## src/rtl/param_register_file.sv

```systemverilog
// Parametrised register file for the 16-bit datapath: two registered read
// ports, one write port, optional write-through bypass and a status register
// carrying Z/C flags (top two bits) and an interrupt-enable bit (bit 0).
module param_register_file #(
  parameter int DATA_W   = 16,
  parameter int NUM_REGS = 8,
  parameter int ADDR_W   = 3,
  parameter int FLAG_REG = 2,
  parameter int BYPASS   = 1
) (
  input  logic              clk,
  input  logic              rst,
  input  logic              rd_en,
  input  logic [ADDR_W-1:0] rd_addr_a,
  input  logic [ADDR_W-1:0] rd_addr_b,
  output logic [DATA_W-1:0] rd_data_a,
  output logic [DATA_W-1:0] rd_data_b,
  output logic              rd_valid,
  input  logic              wr_en,
  input  logic [ADDR_W-1:0] wr_addr,
  input  logic [DATA_W-1:0] wr_data,
  output logic              wr_err,
  input  logic              flag_upd,
  input  logic [DATA_W:0]   alu_result,
  output logic              flag_z,
  output logic              flag_c,
  output logic              ien
);

  // One extra bit so NUM_REGS == 2**ADDR_W is representable in the compare.
  localparam logic [ADDR_W:0] NUM_REGS_W = (ADDR_W + 1)'(NUM_REGS);

  logic [DATA_W-1:0] mem_q [NUM_REGS];
  logic [DATA_W-1:0] mem_d [NUM_REGS];
  logic [DATA_W-1:0] rd_data_a_q, rd_data_a_d;
  logic [DATA_W-1:0] rd_data_b_q, rd_data_b_d;
  logic              rd_valid_q, rd_valid_d;
  logic              wr_err_q, wr_err_d;

  logic wr_ok, rd_a_ok, rd_b_ok;

  assign wr_ok   = {1'b0, wr_addr}   < NUM_REGS_W;
  assign rd_a_ok = {1'b0, rd_addr_a} < NUM_REGS_W;
  assign rd_b_ok = {1'b0, rd_addr_b} < NUM_REGS_W;

  // Next register contents: data write first, then flag update overrides Z/C
  // so a same-cycle write to the status register keeps the ALU flags.
  always_comb begin
    // NOTE: every combinational output starts from a default so no path
    // through the block leaves it unassigned, which would infer a latch.
    mem_d = mem_q;
    if (wr_en && wr_ok) begin
      mem_d[wr_addr] = wr_data;
    end
    if (flag_upd) begin
      mem_d[FLAG_REG][DATA_W-1] = (alu_result[DATA_W-1:0] == '0);
      mem_d[FLAG_REG][DATA_W-2] = alu_result[DATA_W];
    end
  end

  // Read-port next state: bypass reads the post-update view, otherwise the
  // pre-write contents; out-of-range addresses read as zero.
  always_comb begin
    rd_data_a_d = rd_data_a_q;
    rd_data_b_d = rd_data_b_q;
    rd_valid_d  = rd_en;
    wr_err_d    = wr_en && !wr_ok;
    if (rd_en) begin
      rd_data_a_d = '0;
      rd_data_b_d = '0;
      if (rd_a_ok) begin
        rd_data_a_d = (BYPASS != 0) ? mem_d[rd_addr_a] : mem_q[rd_addr_a];
      end
      if (rd_b_ok) begin
        rd_data_b_d = (BYPASS != 0) ? mem_d[rd_addr_b] : mem_q[rd_addr_b];
      end
    end
  end

  // State registers with synchronous reset overriding all strobes.
  always_ff @(posedge clk) begin
    // NOTE: state uses non-blocking assignments so every register samples
    // the pre-edge values regardless of statement order.
    if (rst) begin
      // NOTE: the register array is reset element by element because the
      // datapath relies on all registers (including flags) reading zero.
      for (int i = 0; i < NUM_REGS; i++) begin
        mem_q[i] <= '0;
      end
      rd_data_a_q <= '0;
      rd_data_b_q <= '0;
      rd_valid_q  <= 1'b0;
      wr_err_q    <= 1'b0;
    end else begin
      mem_q       <= mem_d;
      rd_data_a_q <= rd_data_a_d;
      rd_data_b_q <= rd_data_b_d;
      rd_valid_q  <= rd_valid_d;
      wr_err_q    <= wr_err_d;
    end
  end

  assign rd_data_a = rd_data_a_q;
  assign rd_data_b = rd_data_b_q;
  assign rd_valid  = rd_valid_q;
  assign wr_err    = wr_err_q;

  assign flag_z = mem_q[FLAG_REG][DATA_W-1];
  assign flag_c = mem_q[FLAG_REG][DATA_W-2];
  assign ien    = mem_q[FLAG_REG][0];

endmodule

```

## config.mk

```make
export PLATFORM = sky130hd
export DESIGN_NAME = param_register_file
export DESIGN_NICKNAME = d
export VERILOG_FILES = /design/src/rtl/param_register_file.sv
export SDC_FILE = /design/constraint.sdc
export NUM_CORES = 1
export LEC_CHECK = 0
export ABC_AREA = 1
export ABC_CLOCK_PERIOD_IN_PS = 1200
export BUFFER_PORTS_ARGS = -buffer_cell sky130_fd_sc_hd__buf_2
export CELL_PAD_IN_SITES_DETAIL_PLACEMENT = 1
export CELL_PAD_IN_SITES_GLOBAL_PLACEMENT = 1
export CORE_AREA = 2 2 152 154
export DETAILED_ROUTE_END_ITERATION = 16
export DIE_AREA = 0 0 154 156
export PLACE_DENSITY_LB_ADDON = 0.1
export SLEW_MARGIN = 20
export SYNTH_ARGS = -nofsm -noshare
export SYNTH_HDL_FRONTEND = slang
export SYNTH_SLANG_ARGS = --single-unit
```

## constraint.sdc

```tcl
create_clock -name clk -period 1.2 [get_ports clk]
set_input_delay 0.12 -clock clk [delete_from_list [all_inputs] [get_ports clk]]
set_output_delay 0.12 -clock clk [all_outputs]
set_load 0.02 [all_outputs]
```

Word-level counts from Yosys, hierarchy flattened --
Index checks and enable logic that the tools add are counted. Widths: inputs -> output; s select.
Operators by class: order comparisons 4, muxes and demuxes 11, bitwise operators 3, reductions and logical operators 2
Operators by type and width (count):
- $bwmux 128 | 1
- $mux 128 | 1
- $bmux 16 s3 | 2
- $mux 16 | 5
- $demux 16 s3 | 1
- $logic_not 16->1 | 1
- $ge 4x4->1 const B | 3
- $not 3->4 | 3
- $lt 4x1->1 const B | 1
- $mux 2 | 1
- $logic_and 1x1->1 | 1
Word-level totals: register bits after elaboration 161, output and inout bits 37

Longest topological paths before layout --
Gate-level depths: netlist of run 1.
depth in word-level cells 11, gate-level depth with buffers 12

Worst setup path before layout of run 1 --
No wires, ideal clock.
path type input-to-reg, start input port wr_en, end register rd_data_b_q[4] (netlist: rd_data_b[4]), setup time 128 ps, arrival time 1063 ps, path slack 9 ps, cell stages on the path 10, path buffers 1, cells stage by stage inv_1 -> nor2_2 -> nand2_1 -> buf_2 -> o21ai_1 -> nand2_1 -> nand3_1 -> nand3_1 -> nand2_1 -> a21oi_1
Between the ends: word-level cells in the longest chain between the ends 4
Ends and longest elaborated chain:
- start: declaration | RTL line 19 | input logic wr_en,
- $mux 128 | RTL line 52 | if (wr_en && wr_ok) begin
- $bmux 16 s3 | RTL line 75 | rd_data_b_d = (BYPASS != 0) ? mem_d[rd_addr_b] : mem_q[rd_addr_b];
- $mux 16 (not written as such) (2 in a row) | RTL line 75
- end signal: assignment | RTL line 97 | rd_data_b_q <= rd_data_b_d;
- end: declaration | RTL line 36 | logic [DATA_W-1:0] rd_data_b_q, rd_data_b_d;
No other way between the ends. The select of a mux whose other input is x is not followed. A chain may end at the register's enable or synchronous reset.

Worst setup path in the final report of run 1 --
start input port wr_addr[1], end register rd_data_a_q[15] (netlist: rd_data_a[15])
Between the ends: word-level cells in the longest chain between the ends 11, elaborated cells between the ends (all ways) 12
Ends and longest elaborated chain:
- start: declaration | RTL line 20 | input logic [ADDR_W-1:0] wr_addr,
- $not 3->4 (not written as such) (*) | RTL line 53 | mem_d[wr_addr] = wr_data;
- $ge 4x4->1 (not written as such) or $lt 4x1->1 (tied branches) | RTL line 53
- $logic_and 1x1->1 (not written as such) | RTL line 53
- $mux 16 (not written as such) | RTL line 53
- $demux 16 s3 (*) | RTL line 53
- $bwmux 128 (*) | RTL line 53
- $mux 128 (*) | RTL line 52
- $mux 2 | RTL line 55 | if (flag_upd) begin
- $bmux 16 s3 (*) | RTL line 72 | rd_data_a_d = (BYPASS != 0) ? mem_d[rd_addr_a] : mem_q[rd_addr_a];
- $mux 16 (not written as such) (*) (2 in a row) | RTL line 72
- end signal: assignment | RTL line 96 | rd_data_a_q <= rd_data_a_d;
- end: declaration | RTL line 35 | logic [DATA_W-1:0] rd_data_a_q, rd_data_a_d;
Every way passes the cells marked *; elsewhere a longest branch is shown, timed or not. The select of a mux whose other input is x is not followed.

==> summary.md, run 1 <==
| Metric | Value |
|---|---|
| Status | finished, violations left |
| Failing checks | negative setup slack |
| Initial Util | 36.4% |
| DRT Pass-1 Iters | 6 |
| Gr ovfl total | 0 |
| Startpoint types | input pin |
| Clock slew at reported path FFs | 0.07 ns |
| Diode count | 0 |
| Synth Warn # | 0 |
| Post-synth top area cell | dfxtp_1 |
| Initial antenna violation count | 1 |
| Largest net degree at the start of global routing | 62 |
| Met1 Usage GRT | 39.9% |
| Setup TNS | -0.00964 ns |
| Worst Setup Path Type | in -> reg |
| Hpwl dp | 24,400 microns |
| Drt drc | 0 |
| Share of cells above drive strength 1 | 32.6% |
| Post-synthesis sequential area ratio | 39.6% |
| Vias in the first global route | 9,764 |
| CP bufs+invs | 4 |
| Die area | 0.0240 sq mm |
| Critical Path RT | 1.51 ns |
| CP max stage cell | nor2_4 |
| Synth Net Count | 1,351 |
| Post-Place Cells | 1,766 |
| Syn-to-layout area delta | 49.7% |
| CP Capture Type | flip-flop |
| Top Usage Layer GRT | met2 |
| Clock tree buffer depth | 2 |
| Avg Cell Area, Syn | 6.23 sq um |
| Mapped Area | 0.00813 sq mm |
| Skew-Pair Late Insertion Delay | 0.44 ns |
| RSZ-0062 raised after global routing | true |
| Via count | 10,100 |
| Mapped Cells | 1,304 |
| Area contributors post-synth | dfxtp_1 (40%), nand2_1 (20%), nand3_1 (14%), nor2_1 (5.9%), o21ai_0 (5.1%) |
| Clock Skew | 0.00912 ns |
| Row cnt | 55 |
| CTS Buf Count | 17 |
| Final non-filler cell total | 1,824 |
| CTS tree | done |
| Antenna Nets Post-Route | 0 |
| Maximum vdd ir drop | 0.905 mV |
| Yosys reg bits | 161 |
| Place WS | -0.610 ns |
| Power per cell area | 1170 mW/mm^2 |
| Count of different cell masters after synthesis | 20 |
| Fin crit period | 1.21 ns |
| Max FO, Critical Path | 7 |
| Wire per inst | 20.9 microns |
| Clock sinks | 161 |
| Ys async rst share | 0% |
| Die span in y | 156 microns |
| Number of top-level pins | 84 |
| DR iter-0 viols | 768 |
| CTS root buf | clkbuf_16 |
| Max stage delay on crit path | 0.18 ns |
| Family with the most delay on the worst path | simple AND/OR/NAND/NOR gates |
| Core Box Area | 0.0224 sq mm |
| IO Port Bufs | 82 |
| GRT Resource Usage Total | 29.5% |
| Final Hold Viols | 0 |
| MaxCap Viol Count | 0 |
| Crit path DAT | 1.52 ns |
| GR Util met3 | 3.06% |
| First-pass GRT wire length | 55,100 microns |
| RD Place Congestion | 0.832 |
| F_max | 0.827 GHz |
| Final worst slack | -0.00964 ns |
| Drt via density | 5.52 |
| Final instance area | 0.0122 sq mm |
| Routed wire length | 38,100 microns |
| Die extent in x | 154 microns |
| Pleak | 5.76 nW |
| Finished Core Util | 54.4% |
| EDFF count, synth | 0 |
| Fin crit share | 101% |
| Share of the synthesized area in the top cell type | 39.6% |
| Placed inst area | 0.0104 sq mm |
| Fin nets | 1,574 |
| Critical-path cell list | buf_6 -> nor2_4 -> nand2_4 -> buf_8 -> buf_6 -> nand2_1 -> nand3_1 -> nand3_1 -> nand2_1 -> inv_1 -> nand2_1 -> nand3_1 -> a21oi_1 |
| GR Layer Usage met2 | 49.6% |
| Slew Limit Fails | 0 |
| Finish-stage setup viols | 1 |
| Most used DFF post-synth | dfxtp_1 |
| Total Power | 14.2 mW |
| H-tree level count | 4 |
| Min-Delay Path Class | in -> reg |
| Hold slack | 0.0185 ns |
==> synth_stat cells, types with 9 or more instances <==
cell type,n
nand2_1,428
nand3_1,227
dfxtp_1,161
nor2_1,128
o21ai_0,83
inv_1,59
a21oi_1,48
o21ai_1,48
clkbuf_1,43
buf_1,28
buf_2,21
inv_2,9
o21ai_2,9
==> kinds of logic (layout without fill, tap and decap cells) <==
| group | count (synthesis) | after routing | share of synthesized area, % |
|---|---|---|---|
| AO/OA/AOI/OAI | 188 | 188 | 12.0 |
| buffers and inverters | 165 | 400 | 8.22 |
| flip-flops | 161 | 161 | 39.6 |
| other | 1 | 1 | 0.0461 |
| AND/OR/NAND/NOR | 789 | 789 | 40.1 |
==> final cells by class <==
class	instances	area (sq um)
multi-input combinational	978	4970
tap	285	357
timing repair buffer	301	2800
clock buffer	17	425
fill	2818	10200
inverter	68	265
sequential	161	3230
clock inverter	14	134
==> worst paths after layout <==
kind / from / to / slack (ns) / depth (start not counted)
setup / recovery: wr_addr[1] / rd_data_a[15] / -0.01 / 13
hold / removal: wr_data[11] / mem_q[123] / 0.02 / 3
setup reg to reg: mem_q[39] / rd_data_a[7] / 0.03 / 6
hold reg to reg: rd_data_b[14] / rd_data_b[14] / 0.46 / 2
==> registers in the layout (all words and copies together), names as in the netlist <==
register / count
mem_q: 125
rd_valid: 1
rd_data_a: 16
flag_c: 1
flag_z: 1
rd_data_b: 16
ien: 1
==> tightest hold or removal path, cell delays in order <==
cell and delay, ns:
buf_2 0.15, o21ai_4 0.08, nor2_1 0.07
==> timing repair <==
action | in CTS | in global routing
hold buffers | 2 | 0
hold endpoints to repair | 1 | 0
buffers inserted | 0 | 15
pin swaps | 1 | 36
setup endpoints to repair | 32 | 33
gates cloned | 0 | 11
gates resized for setup | 63 | 202
==> report_power, final <==
group | switching [mW] | internal, mW
clock | 2.48 | 2.87
combinational | 1.92 | 1.25
sequential | 0.108 | 5.57
==> routing by layer <==
metal	up-vias	wire length, microns	share of wire (%)
li1	4666	-	-
met1	4963	16500	43
met2	338	18000	47
met3	100	2170	5.7
met4	0	1380	3.6
met5	-	0	0
==> cells in the final DEF, fill, tap and decap left out <==
master / Yosys / routed
nand3b_1: 1 / 1
dfxtp_2: 0 / 2
nand2_1: 428 / 394
nand2_4: 0 / 6
clkinv_2: 0 / 1
clkbuf_4: 0 / 1
nor3_1: 1 / 1
nand3_2: 0 / 29
nand3_4: 0 / 2
a21oi_2: 0 / 11
buf_2: 21 / 77
buf_8: 0 / 2
a21oi_1: 48 / 37
nor2_1: 128 / 123
inv_2: 9 / 6
inv_4: 0 / 4
o21ai_0: 83 / 29
dfxtp_1: 161 / 159
nand2_2: 0 / 25
clkbuf_16: 0 / 25
buf_6: 1 / 18
clkinvlp_4: 0 / 5
inv_1: 59 / 58
or2_2: 1 / 1
o21ai_1: 48 / 37
o21ai_2: 9 / 65
inv_6: 0 / 4
buf_4: 4 / 153
buf_12: 0 / 40
conb_1: 1 / 1
o21ai_4: 0 / 9
nor2_4: 0 / 8
nand2_8: 0 / 3
clkinv_4: 0 / 3
bufinv_16: 0 / 1
nand3_1: 227 / 196
dlygate4sd3_1: 0 / 2
Note: power is estimated with default switching activity, not from simulation.
==> inputs of run 2 (changes only) <==
--- a/config.mk
+++ b/config.mk
@@ -5,7 +5,6 @@
 export SDC_FILE = /design/constraint.sdc
 export NUM_CORES = 1
 export LEC_CHECK = 0
-export ABC_AREA = 1
 export ABC_CLOCK_PERIOD_IN_PS = 1200
 export BUFFER_PORTS_ARGS = -buffer_cell sky130_fd_sc_hd__buf_2
 export CELL_PAD_IN_SITES_DETAIL_PLACEMENT = 1
@@ -13,6 +12,7 @@
 export CORE_AREA = 2 2 152 154
 export DETAILED_ROUTE_END_ITERATION = 16
 export DIE_AREA = 0 0 154 156
+export GPL_TIMING_DRIVEN = 0
 export PLACE_DENSITY_LB_ADDON = 0.1
 export SLEW_MARGIN = 20
 export SYNTH_ARGS = -nofsm -noshare
==> run 2 against run 1 <==
Effect of this change: the run still ends with negative setup slack left; clock power rose by 8.4%; clock skew grew 0.0098 ns; final cell count fell by 12%; area after synthesis is 8.5% higher; via count about the same; maximum frequency fell by 17%; sequential share of layout area is 1.1 points higher; highest routed layer unchanged.
==> summary.md, run 2 <==
| Metric | Value |
|---|---|
| F_max | 0.684 GHz (-17%) |
| Fin nets | 1,357 (-14%) |
| Total Power | 13.8 mW (-2.7%) |
| FF+latch area | 0.00323 sq mm (+0.16%) |
| CP most frequent cell | buf_8 |
| DR iter-0 viols | 946 (+23%) |
| CTS tree | done |
| CP Capture Type | flip-flop |
| CTS root buf | clkbuf_16 |
| Syn-to-layout area delta | 32.5% |
| Pleak | 4.08 nW (-29%) |
| Critical Path RT | 1.53 ns (+0.02 ns) |
| Max stage delay on crit path | 0.40 ns (+0.22 ns) |
| Die span in y | 156 microns (unchanged) |
| Fillers | 2,699 (-4.2%) |
| Die area | 0.0240 sq mm (unchanged) |
| Failing checks | negative setup slack |
| Final worst slack | -0.262 ns (-0.252 ns) |
| Power per cell area | 1180 mW/mm^2 (+1.3%) |
| Area contributors post-synth | dfxtp_1 (37%), nand2_1 (12%), a21oi_1 (7.4%), o31a_1 (4.7%), o221ai_1 (4.2%) |
| Most frequent cell after synthesis | nand2_1 |
| Share of cells above drive strength 1 | 27.3% (-5.3 points) |
| Wire per inst | 26.4 microns (+26%) |
| Post-Place Cells | 1,548 (-12%) |
| Min-Delay Path Class | in -> reg |
| Hpwl dp | 30,100 microns (+24%) |
| Vias in the first global route | 9,814 (+0.51%) |
| Drt via density | 6.26 (+13%) |
| Avg Cell Area, Syn | 7.45 sq um (+19%) |
| Worst Tran Pin Value | 0.910 ns |
| Worst Setup Path Type | in -> reg |
| MaxCap Viol Count | 0 (unchanged) |
| Critical-path cell list | buf_8 -> buf_8 -> or3b_4 -> buf_12 -> clkbuf_16 -> or3_1 -> o2111ai_2 -> o31a_1 -> o211ai_1 |
| Drt drc | 0 (unchanged) |
| First-pass GRT wire length | 62,200 microns (+13%) |
| Largest net degree at the start of global routing | 18 (-71%) |
| CP bufs+invs | 4 (unchanged) |
| DRT Pass-1 Iters | 6 (unchanged) |
| EDFF count, synth | 0 (unchanged) |
| Max FO, Critical Path | 10 (+3) |
| Ys async rst share | 0% (unchanged) |
| Place WS | -0.972 ns (-0.362 ns) |
| Die extent in x | 154 microns (unchanged) |
| Antenna Nets Post-Route | 0 (unchanged) |
| Post-synth top area cell | dfxtp_1 |
| Fin crit share | 122% (+21 points) |
| Multi-input gate area | 0.00576 sq mm (+16%) |
| Gr ovfl total | 0 (unchanged) |
| Clock Skew | 0.0189 ns (+0.00979 ns) |
| Finish-stage setup viols | 33 (+32) |
| Critical Path Start | wr_en |
| Reg with most FFs | mem_q |
| Family with the most delay on the worst path | simple AND/OR/NAND/NOR gates |
| Skew-Pair Late Insertion Delay | 0.46 ns (+0.02 ns) |
| Final non-filler cell total | 1,608 (-12%) |
| GRT Resource Usage Total | 34.4% (+4.8 points) |
| Count of different cell masters after synthesis | 67 (+240%) |
| Via count | 10,100 (+0.050%) |
| Status | finished, violations left |
| Initial antenna violation count | 0 (-1) |
| IO Port Bufs | 78 (-4.9%) |
| Most common cell after layout, fill and taps aside | nand2_1 |
| RD Place Congestion | 0.937 (+13%) |
| Slew Limit Fails | 0 (unchanged) |
| Synth Net Count | 1,232 (-8.8%) |
| Fin crit period | 1.46 ns (+0.252 ns) |
| Maximum vdd ir drop | 1.05 mV (+16%) |
| CP max stage cell | or3b_4 |
| Most used DFF post-synth | dfxtp_1 |
| Share of the synthesized area in the top cell type | 36.5% (-3.1 points) |
| RSZ-0062 raised after global routing | true |
| Row cnt | 55 (unchanged) |
| Commonest non-fill, non-tap cells in the layout | nand2_1 (285), dfxtp_1 (155), a21oi_1 (123) |
| Core Box Area | 0.0224 sq mm (unchanged) |
| Clock tree buffer depth | 2 (unchanged) |
| Final Hold Viols | 0 (unchanged) |
| Clock sinks | 161 (unchanged) |
| Max FFs per register | 125 (unchanged) |
| Mapped Area | 0.00882 sq mm (+8.5%) |
| Diode count | 0 (unchanged) |
| Number of top-level pins | 84 (unchanged) |
| Crit path DAT | 1.79 ns (+0.27 ns) |
| Post-synth top cells | nand2_1 (289), dfxtp_1 (161), a21oi_1 (131) |
| Mapped Cells | 1,185 (-9.1%) |
| Critical R2R Launch | mem_q[124] |
| H-tree level count | 4 (unchanged) |
| Initial Util | 39.5% (+3.1 points) |
| Worst hold start | flag_upd |
| Slew HR | 39.3% |
| Synth Warn # | 0 (unchanged) |
| CTS Buf Count | 17 (unchanged) |
| Routed wire length | 42,400 microns (+11%) |
| Post-synthesis sequential area ratio | 36.5% (-3.1 points) |
| Clock slew at reported path FFs | 0.08 ns (about the same) |
| Startpoint types | input pin |
| Yosys reg bits | 161 (unchanged) |
==> run 2: cell types whose count changed after synthesis, sizes merged, moves of 31 or more <==
cell / change
a21oi: +83
clkbuf: +44
inv: -49
nand2: -139
nand3: -217
nor2: -61
nor3: +40
o21ai: -134
o221ai: +42
o22ai: +31
o31a: +47
or3: +32
==> run 2: what timing repair did <==
item,CTS,global route
pin swaps,28,26
hold endpoints to repair,1,0
gates resized for setup,153,104
gates cloned,4,1
buffers inserted,21,9
hold buffers,1,0
endpoints found under the setup margin,154,113
==> run 2: final cells by class <==
cell class / instances / share of cell area (%)
Inverter: 20 / 0.653
Sequential cell: 161 / 27.6
Buffer: 124 / 7.39
Timing Repair Buffer: 114 / 6.80
Clock inverter: 14 / 1.41
Clock buffer: 18 / 3.76
Multi-Input combinational cell: 872 / 49.3
Tap cell: 285 / 3.05
==> run 2: per-stage QoR <==
step           util (%)  hold slack [ns]  instance area [sq um]  TNS [ns]
6_report           52.3           0.0617                  11700     -5.52
5_1_grt            52.3           0.0693                  11700     -6.61
4_1_cts            50.3           0.0487                  11300     -5.16
3_5_place_dp       43.7            0.444                   9780   -106.22
3_3_place_gp       43.7            0.435                   9780   -104.41
2_1_floorplan         -            0.285                   9030    -10.35
==> run 2: worst min-delay path, stage by stage <==
cell and delay (ns):
buf_2 0.12, o21ai_2 0.10, nor2b_1 0.14
==> run 2: per-layer routing <==
layer | global-route usage [%] | routed length (microns) | vias up | part of all wire (%)
li1 | - | - | 4534 | -
met1 | 48.5 | 18900 | 4981 | 45
met2 | 53.6 | 19100 | 464 | 45
met3 | 5.58 | 3270 | 93 | 7.7
met4 | 11.3 | 1120 | 0 | 2.6
met5 | 0 | 0 | - | 0
==> run 2: power by group <==
part,internal [mW],total [mW],switching (mW)
logic,0.815,2.35,1.53
clock network,3.03,5.81,2.77
registers,5.50,5.66,0.158
==> run 2: path summary, 6_finish.rpt <==
check | to | cells after the start | slack (ns)
hold / removal | flag_c | 3 | 0.06
hold reg to reg | rd_data_b[15] | 2 | 0.46
setup reg to reg | rd_data_b[12] | 4 | -0.25
setup / recovery | rd_data_b[7] | 9 | -0.26
==> run 2: logic make-up after synthesis <==
group                     count (synthesis)  share of synthesized area [%]
and+or+nand+nor                         492                           25.4
AOI/OAI and AO/OA                       358                           28.1
DFF                                     161                           36.5
buffers and inverters                   152                           7.49
muxes                                    17                           1.96
xor gates and xnor gates                  4                          0.482
other                                     1                         0.0425
